**config.mk**
```make
export PLATFORM = sky130hd
export DESIGN_NAME = sdm_modulator_flat
export DESIGN_NICKNAME = d
export VERILOG_FILES = /design/src/rtl/sdm_pkg.sv /design/src/rtl/sdm_modulator_if.sv /design/src/rtl/sdm_loop2.sv /design/src/rtl/sdm_modulator.sv /design/src/flat_wrapper.sv
export SDC_FILE = /design/constraint.sdc
export NUM_CORES = 1
export LEC_CHECK = 0
export ABC_AREA = 1
export BUFFER_PORTS_ARGS = -buffer_cell sky130_fd_sc_hd__buf_4
export CAP_MARGIN = 20
export CORE_UTILIZATION = 30
export CTS_CLUSTER_SIZE = 40
export DETAILED_ROUTE_END_ITERATION = 8
export SETUP_SLACK_MARGIN = 0.1
export SLEW_MARGIN = 20
export SYNTH_ARGS = -nofsm -noshare
export SYNTH_HDL_FRONTEND = slang
export SYNTH_SLANG_ARGS = --single-unit
export TNS_END_PERCENT = 50
```
**constraint.sdc**
```tcl
create_clock -name clk -period 8.4 [get_ports clk]
set_input_delay 0.84 -clock clk [delete_from_list [all_inputs] [get_ports clk]]
set_output_delay 0.84 -clock clk [all_outputs]
set_load 0.01 [all_outputs]
```
**src/rtl/sdm_pkg.sv**
```systemverilog
`default_nettype none
// ============================================================================
// Module      : sdm_pkg
// Description : Types, feedback levels and saturation helper shared by the
//               SDM modulator and demodulator.
// Revision    : 1.0
// ============================================================================
package sdm_pkg;

    typedef logic signed [15:0] sample_t;

    localparam sample_t SDM_FB_POS = 16'sd32767;
    localparam sample_t SDM_FB_NEG = -16'sd32767;

    // Clamp a wide signed value into the range of a signed width-bit word.
    function automatic logic signed [63:0] sat(input logic signed [63:0] value,
                                               input int                 width);
        logic signed [63:0] hi;
        logic signed [63:0] lo;
        hi = (64'sd1 <<< (width - 1)) - 64'sd1;
        lo = -(64'sd1 <<< (width - 1));
        if (value > hi) begin
            return hi;
        end
        if (value < lo) begin
            return lo;
        end
        return value;
    endfunction

endpackage
`default_nettype wire

```
**src/rtl/sdm_modulator_if.sv**
```systemverilog
`default_nettype none
// ============================================================================
// Module      : sdm_modulator_if
// Description : Valid/ready sample handshake into the SDM modulator.
// Revision    : 1.0
// ============================================================================
interface sdm_modulator_if;
    import sdm_pkg::*;

    logic    din_valid;
    sample_t din;
    logic    din_ready;

    modport master (output din_valid, output din, input  din_ready);
    modport slave  (input  din_valid, input  din, output din_ready);

endinterface
`default_nettype wire

```
**src/rtl/sdm_loop2.sv**
```systemverilog
`default_nettype none
// ============================================================================
// Module      : sdm_loop2
// Description : Second-order sigma-delta loop: two saturating integrators,
//               +/-32767 feedback and a sign quantizer.
// Revision    : 1.0
// ============================================================================
module sdm_loop2
    import sdm_pkg::*;
#(
    parameter int ACC1_W = 20,
    parameter int ACC2_W = 24
) (
    input  wire logic    clk,
    input  wire logic    rst_n,
    input  wire logic    ce,
    input  wire sample_t x,
    output logic         dout
);

    localparam int SUM_W = ACC2_W + 2;

    logic signed [ACC1_W-1:0] r_a1;
    logic signed [ACC2_W-1:0] r_a2;
    logic                     r_dout;

    logic signed [SUM_W-1:0]  w_fb;
    logic signed [SUM_W-1:0]  w_sum1;
    logic signed [SUM_W-1:0]  w_sum2;
    logic signed [ACC1_W-1:0] w_a1;
    logic signed [ACC2_W-1:0] w_a2;

    // Feedback comes from the bit registered on the previous tick.
    always_comb begin
        w_fb   = r_dout ? SUM_W'(SDM_FB_POS) : SUM_W'(SDM_FB_NEG);
        w_sum1 = SUM_W'(r_a1) + SUM_W'(x) - w_fb;
        w_a1   = ACC1_W'(sat(64'(w_sum1), ACC1_W));
        w_sum2 = SUM_W'(r_a2) + SUM_W'(w_a1) - w_fb;
        w_a2   = ACC2_W'(sat(64'(w_sum2), ACC2_W));
    end

    always_ff @(posedge clk or negedge rst_n) begin
        if (!rst_n) begin
            r_a1   <= '0;
            r_a2   <= '0;
            r_dout <= 1'b0;
        end else if (ce) begin
            r_a1   <= w_a1;
            r_a2   <= w_a2;
            r_dout <= ~w_a2[ACC2_W-1];
        end
    end

    assign dout = r_dout;

endmodule
`default_nettype wire

```
**src/rtl/sdm_modulator.sv**
```systemverilog
`default_nettype none
// ============================================================================
// Module      : sdm_modulator
// Description : Sample handshake, one-entry queue and OSR phase control
//               around a second-order sigma-delta loop.
// Revision    : 1.0
// ============================================================================
module sdm_modulator
    import sdm_pkg::*;
#(
    parameter int OSR    = 64,
    parameter int ACC1_W = 20,
    parameter int ACC2_W = 24
) (
    input  wire logic       clk,
    input  wire logic       rst_n,
    input  wire logic       ce,
    sdm_modulator_if.slave  in_if,
    output logic            dout,
    output logic            valid_out,
    output logic            underrun
);

    localparam int PH_W = (OSR > 1) ? $clog2(OSR) : 1;

    logic [PH_W-1:0] r_ph;
    sample_t         r_cur;
    sample_t         r_nxt;
    logic            r_nxt_full;
    logic            r_primed;
    logic            r_underrun;
    logic            r_valid;

    logic            w_xfer;
    logic            w_boundary;

    assign in_if.din_ready = ~r_nxt_full;
    assign w_xfer          = in_if.din_valid & ~r_nxt_full;
    assign w_boundary      = ce & (r_ph == PH_W'(OSR - 1));

    always_ff @(posedge clk or negedge rst_n) begin
        if (!rst_n) begin
            r_ph       <= '0;
            r_cur      <= '0;
            r_nxt      <= '0;
            r_nxt_full <= 1'b0;
            r_primed   <= 1'b0;
            r_underrun <= 1'b0;
            r_valid    <= 1'b0;
        end else begin
            r_valid <= ce;
            if (ce) begin
                r_ph <= w_boundary ? '0 : r_ph + 1'b1;
            end
            if (w_xfer) begin
                r_primed <= 1'b1;
            end
            // The boundary tick itself still runs on the old sample.
            if (w_boundary) begin
                if (r_nxt_full) begin
                    r_cur      <= r_nxt;
                    r_nxt_full <= 1'b0;
                end else if (w_xfer) begin
                    r_cur <= in_if.din;
                end else if (r_primed) begin
                    r_underrun <= 1'b1;
                end
            end else if (w_xfer) begin
                r_nxt      <= in_if.din;
                r_nxt_full <= 1'b1;
            end
        end
    end

    sdm_loop2 #(
        .ACC1_W (ACC1_W),
        .ACC2_W (ACC2_W)
    ) u_loop (
        .clk   (clk),
        .rst_n (rst_n),
        .ce    (ce),
        .x     (r_cur),
        .dout  (dout)
    );

    assign valid_out = r_valid;
    assign underrun  = r_underrun;

endmodule
`default_nettype wire

```
**src/flat_wrapper.sv**
```systemverilog
// flat-port wrapper written by rule: the top's interface ports become plain ports
module sdm_modulator_flat import sdm_pkg::*;
#(
    parameter int OSR    = 64,
    parameter int ACC1_W = 20,
    parameter int ACC2_W = 24
)
  (clk, rst_n, ce, dout, valid_out, underrun, in_if_din_valid, in_if_din, in_if_din_ready);
  sdm_modulator_if in_if_i ();
  input  wire logic clk;
  input  wire logic rst_n;
  input  wire logic ce;
  output logic dout;
  output logic valid_out;
  output logic underrun;
  input wire logic [$bits(in_if_i.din_valid)-1:0] in_if_din_valid;
  input wire logic [$bits(in_if_i.din)-1:0] in_if_din;
  output wire logic [$bits(in_if_i.din_ready)-1:0] in_if_din_ready;
  assign in_if_i.din_valid = in_if_din_valid;
  assign in_if_i.din = in_if_din;
  assign in_if_din_ready = in_if_i.din_ready;
  sdm_modulator #(.OSR(OSR), .ACC1_W(ACC1_W), .ACC2_W(ACC2_W)) u_core (.clk(clk), .rst_n(rst_n), .ce(ce), .in_if(in_if_i), .dout(dout), .valid_out(valid_out), .underrun(underrun));
endmodule
```
# == Yosys cells after proc, flatten, opt, wreduce, memory -nomap -nowiden ==
# Cells that the tools add are included.
# totals
regBits,87
in_bits,20
# classes
add_sub_neg,5
order_cmp,4
eq_ne,1
n_mux,20
n_bitwise,6
n_reduce_logical,5
# op_table
cell,count
two-way mux 24 bit,4
two-way mux 20 bit,4
two-way mux 16 bit,2
"greater-than comparator 26 x 20 -> 1 bit, second input constant",1
"greater-than comparator 26 x 24 -> 1 bit, second input constant",1
"< comparator 26 x 20 -> 1 bit, second input constant",1
"< comparator 26 x 24 -> 1 bit, second input constant",1
two-way mux 26 bit,1
subtractor 21 x 26 -> 26 bit,1
subtractor 25 x 26 -> 26 bit,1
adder 24 x 20 -> 25 bit,1
adder 20 x 16 -> 21 bit,1
two-way mux 1 bit,8
"adder 6 x 1 -> 6 bit, second input constant",1
"== test 6 bit, second input constant",1
two-way mux 6 bit,1
NOT 1 bit,4
AND reduction 2 bit,2
AND reduction 4 bit,1
nonzero test 2 bit,2
bitwise AND 1 bit,2

# == Longest topological paths before layout ==
# depth
depth_word,15
depth_mapped,37

# == Modules after synthesis ==
# A second synthesis with hierarchy kept.
# unflattened
hier_cells,1150
hier_area_um2,7953.9
# modules_own_cells
module,instances,cells_per_inst,area_each_um2,seq_area_each_um2
sdm_loop2,1,908,6014.5,1126.1
sdm_modulator,1,242,1939.4,1051.0

# == Worst setup path before layout ==
# No wires, ideal clock.
# synth_timing
kind,reg2reg
from,register u_core.u_loop.r_dout (netlist: u_core.u_loop.dout)
to,register u_core.u_loop.r_a2[13]
setup_ps,122
arrival_ps,6303
t_required_ps,8278
path_slack_ps,1974
path_stages_with_launch,27
path_buffers,2
synth_period_minus_slack_ps,6426
path_cell_list,dfrtp_1 > fa_1 > fa_1 > inv_1 > nand3_1 > nand2_1 > nand3_1 > nand4_1 > nand2_2 > o21ai_4 > buf_6 > nand2_2 > nand2_1 > inv_1 > fa_1 > fa_1 > o21ai_2 > nand2_1 > nand2_1 > nand2_1 > nand3_2 > nand2_1 > nand2_1 > nand2_2 > a21oi_4 > buf_4 > a21oi_1
# synth_between
elab_chain_cells,14
# synth_rtl
element,line_no,text
start: declaration,sdm_loop2.sv:25,logic r_dout;
start signal: assignment,sdm_loop2.sv:50,r_dout <= ~w_a2[ACC2_W-1];
two-way mux 26 bit *,sdm_loop2.sv:35,w_fb = r_dout ? SUM_W'(SDM_FB_POS) : SUM_W'(SDM_FB_NEG);
subtractor 21 x 26 -> 26 bit,sdm_loop2.sv:36,w_sum1 = SUM_W'(r_a1) + SUM_W'(x) - w_fb;
< comparator 26 x 20 -> 1 bit,sdm_pkg.sv:25,if (value < lo) begin
two-way mux 1 bit (2 in a row),sdm_pkg.sv:25,
two-way mux 20 bit,sdm_pkg.sv:28,return value;
two-way mux 20 bit,sdm_pkg.sv:25,
adder 24 x 20 -> 25 bit,sdm_loop2.sv:38,w_sum2 = SUM_W'(r_a2) + SUM_W'(w_a1) - w_fb;
subtractor 25 x 26 -> 26 bit *,sdm_loop2.sv:38,
< comparator 26 x 24 -> 1 bit,sdm_pkg.sv:25,
two-way mux 1 bit (2 in a row),sdm_pkg.sv:25,
two-way mux 24 bit,sdm_pkg.sv:28,
two-way mux 24 bit *,sdm_pkg.sv:25,
end signal: assignment,sdm_loop2.sv:49,r_a2 <= w_a2;
end: declaration,sdm_loop2.sv:24,logic signed [ACC2_W-1:0] r_a2;
# Mark *: on every way between the ends. The rest lies on a longest branch, timed or not. The select of a mux whose other input is x is not followed.
# A chain may end at the register's enable or synchronous reset.

# == Final worst setup path ==
# layout_timing
from,register u_core.u_loop.r_dout (netlist: u_core.u_loop.dout)
to,register u_core.u_loop.r_a2[22]
# Same word-level chain as after synthesis.

==> metrics <==
Rows 58; root buffer cell clkbuf_16; CTS resizes 0; Core Region 25500 um^2; crit path launch type register; First DRT Iteration DRCs 389; routed len/inst 13.1 um; most frequent cells in the layout 327 x nand2_1, 210 x inv_1, 86 x dfrtp_1; worst slew pin tran 0.897 ns; Syn Area/Cell 7.17 um^2; Compound-Gate Fraction of Synth Area 11.7%; die width 164 um; Hold Path Class input pin to async pin; top_reg_cell synth dfrtp_1; sequential fraction of the synthesis area 27.7%; crit share post-route 73.3%; Non-Filler Instances 1445; via count 6686; WHS 0.306 ns; mux contribution to synthesized area 0%; IO Pins 24; Mapped Area 7860 um^2; Max Fanout on Critical Path 27; clock-pin slew on the worst setup and hold paths 0.07 ns; Post-synth ARST share 100%; CP most frequent cell nand2_1; Setup CP Type register to register; Layout area overhead 9.88%; first-pass GRT wire length 32900 um; DR pass1 iterations 5; I/O Buffers 23; global route overflow 0; Post-CTS Hold Fix Bufs 0; initial antenna violation count 0; #FFs+latches synth 87; Die Y 164 um; Final Hold Viols 0; main combinational cell family by area after synthesis simple AND/OR/NAND/NOR gates; crit-path max cell delay 0.81 ns; H-Tree Depth 3; commonest non-fill, non-tap cell in the layout nand2_1; unrepaired setup endpoints after global routing false; post-synthesis xor/xnor area fraction 3.90%; Post-CTS Setup Bufs 0; Synth cell types 42; nets@finish 1221; worst reg2reg path depth 27; FF+latch area 2180 um^2; r2r startpoint u_core.u_loop.dout; Arrival @ worst endpoint 6.34 ns; area of the multi-input gates 4740 um^2; Layout Skew 0.0116 ns; Max-Cap Viols 0; initial cell density of the core 30.9%; flop-to-flop setup slack 2.24 ns; Die Area 26900 um^2; clk_lat worst skew 0.36 ns; syn_nets 1207; vias in the first global route 6753; largest net degree at the start of global routing 79; Gate Count Post-Synth 1096; Slowest-stage cell, CP dfrtp_4; Slew Limit Headroom 39.8%; CTS Buffer Depth 2; setup TNS 0 ns; Post-Route Utilization 33.9%; final-layout fill cell count 2727; share of post-route cells with drive strength above 1 7.71%; GPL Wtd Cong 0.898; Detailed Place HPWL 14600 um; total CTS buffers 9; post-synthesis adder-cell area fraction 18.7%; simple-gate area share of the yosys netlist 25.7%; post-route minimum period 6.16 ns; DR DRC count 0; Final setup viols 0; Worst EP required 8.59 ns; f_max 162 MHz; # diodes 0; CP Capture Type register; pins over their slew limit 0; placed insts 1429; CTS tree built; Vias/cell 4.63; # clock sinks 87; Global Route Usage Sum 15.4%; final WL 18900 um; yosys warns 0; FF-to-FF End u_core.u_loop.r_a2[22]; Final ANT Viol Nets 0; Post-synth EDFFs 0; status finished clean
## synth_stat cells (all sizes together), types with 2 or more instances
cell / instances / area [um^2]
xor2: 25 / 219
clkbuf: 10 / 37.5
nor2: 84 / 335
o21a: 3 / 22.5
ha: 47 / 588
dfrtp: 87 / 2180
a21oi: 71 / 385
o211ai: 15 / 113
buf: 12 / 113
a31o: 2 / 17.5
nand3: 30 / 155
a21o: 3 / 22.5
xnor2: 10 / 87.6
nand2: 346 / 1360
a31oi: 3 / 18.8
inv: 212 / 798
o21ai: 49 / 260
fa: 44 / 881
nand4: 13 / 81.3
o21bai: 10 / 75.1
nor3: 13 / 70.1
## metal layers
metal  routed length (um)  GRT usage [%]  vias to the layer above
li1                     -              -                     3411
met3                  632           1.99                       22
met2                 8800           25.6                      110
met4                  360           4.63                        0
met5                    0              0                        -
met1                 9080           20.7                     3143
## state kept, by name (all words and copies together), names as in the netlist
register and cells:
u_core.r_primed 1, u_core.u_loop.r_a2 24, u_core.u_loop.dout 1, u_core.u_loop.r_a1 20, u_core.r_nxt_full 1, u_core.underrun 1
u_core.r_nxt 16, u_core.r_ph 6, u_core.valid_out 1, u_core.r_cur 16
## area by class of cell
class | instances | share of cell area (%)
clock buffers | 9 | 2.61
clock inverters | 7 | 0.970
inverters | 213 | 9.28
multi-input cells | 773 | 54.8
flip-flops and latches | 87 | 25.2
well taps | 330 | 4.78
repair buffers | 26 | 2.30
## kinds of logic (layout without fill, tap and decap cells)
logic type,Yosys count,after routing
XOR/XNOR,35,35
flip-flops,87,87
adder cells (fa/ha/maj),91,91
AND/OR/NAND/NOR,490,490
buffers and inverters,236,255
AO/OA/AOI/OAI,157,157
## how the worst max path moves through the flow
| stage | start | endpoint | slack, ns | depth (start not counted) |
|---|---|---|---|---|
| floorplan | u_core.u_loop.dout | u_core.u_loop.r_a2[13] | 1.97 | 26 |
| global placement | u_core.u_loop.dout | u_core.u_loop.r_a2[17] | 2.41 | 27 |
| detailed placement | u_core.u_loop.dout | u_core.u_loop.r_a2[22] | 2.30 | 27 |
| CTS | u_core.u_loop.dout | u_core.u_loop.r_a2[22] | 2.26 | 27 |
| global route | u_core.u_loop.dout | u_core.u_loop.r_a2[4] | 1.66 | 27 |
| finish | u_core.u_loop.dout | u_core.u_loop.r_a2[22] | 2.24 | 27 |
## per-stage QoR
step                      setup WS, ns  instance area, um^2
after detailed placement          2.30                 8320
after floorplan                   1.97                 7860
after global routing              1.66                 8640
after global placement            2.41                 8320
final                             2.24                 8640
after CTS                         2.26                 8630
## worst max-delay path: cells and delay by family (launching register included)
| kind | cells | cell delay, ns |
|---|---|---|
| adders and majority gates | 4 | 1.80 |
| and+or+nand+nor | 14 | 1.55 |
| AOI/OAI and AO/OA | 4 | 1.30 |
| DFF | 1 | 0.81 |
| buffers and inverters | 4 | 0.28 |
| xor gates and xnor gates | 1 | 0.21 |
Power is left out: the tool's default activity adds up to more than one toggle a clock period on the data nets, which glitch-free logic cannot reach.
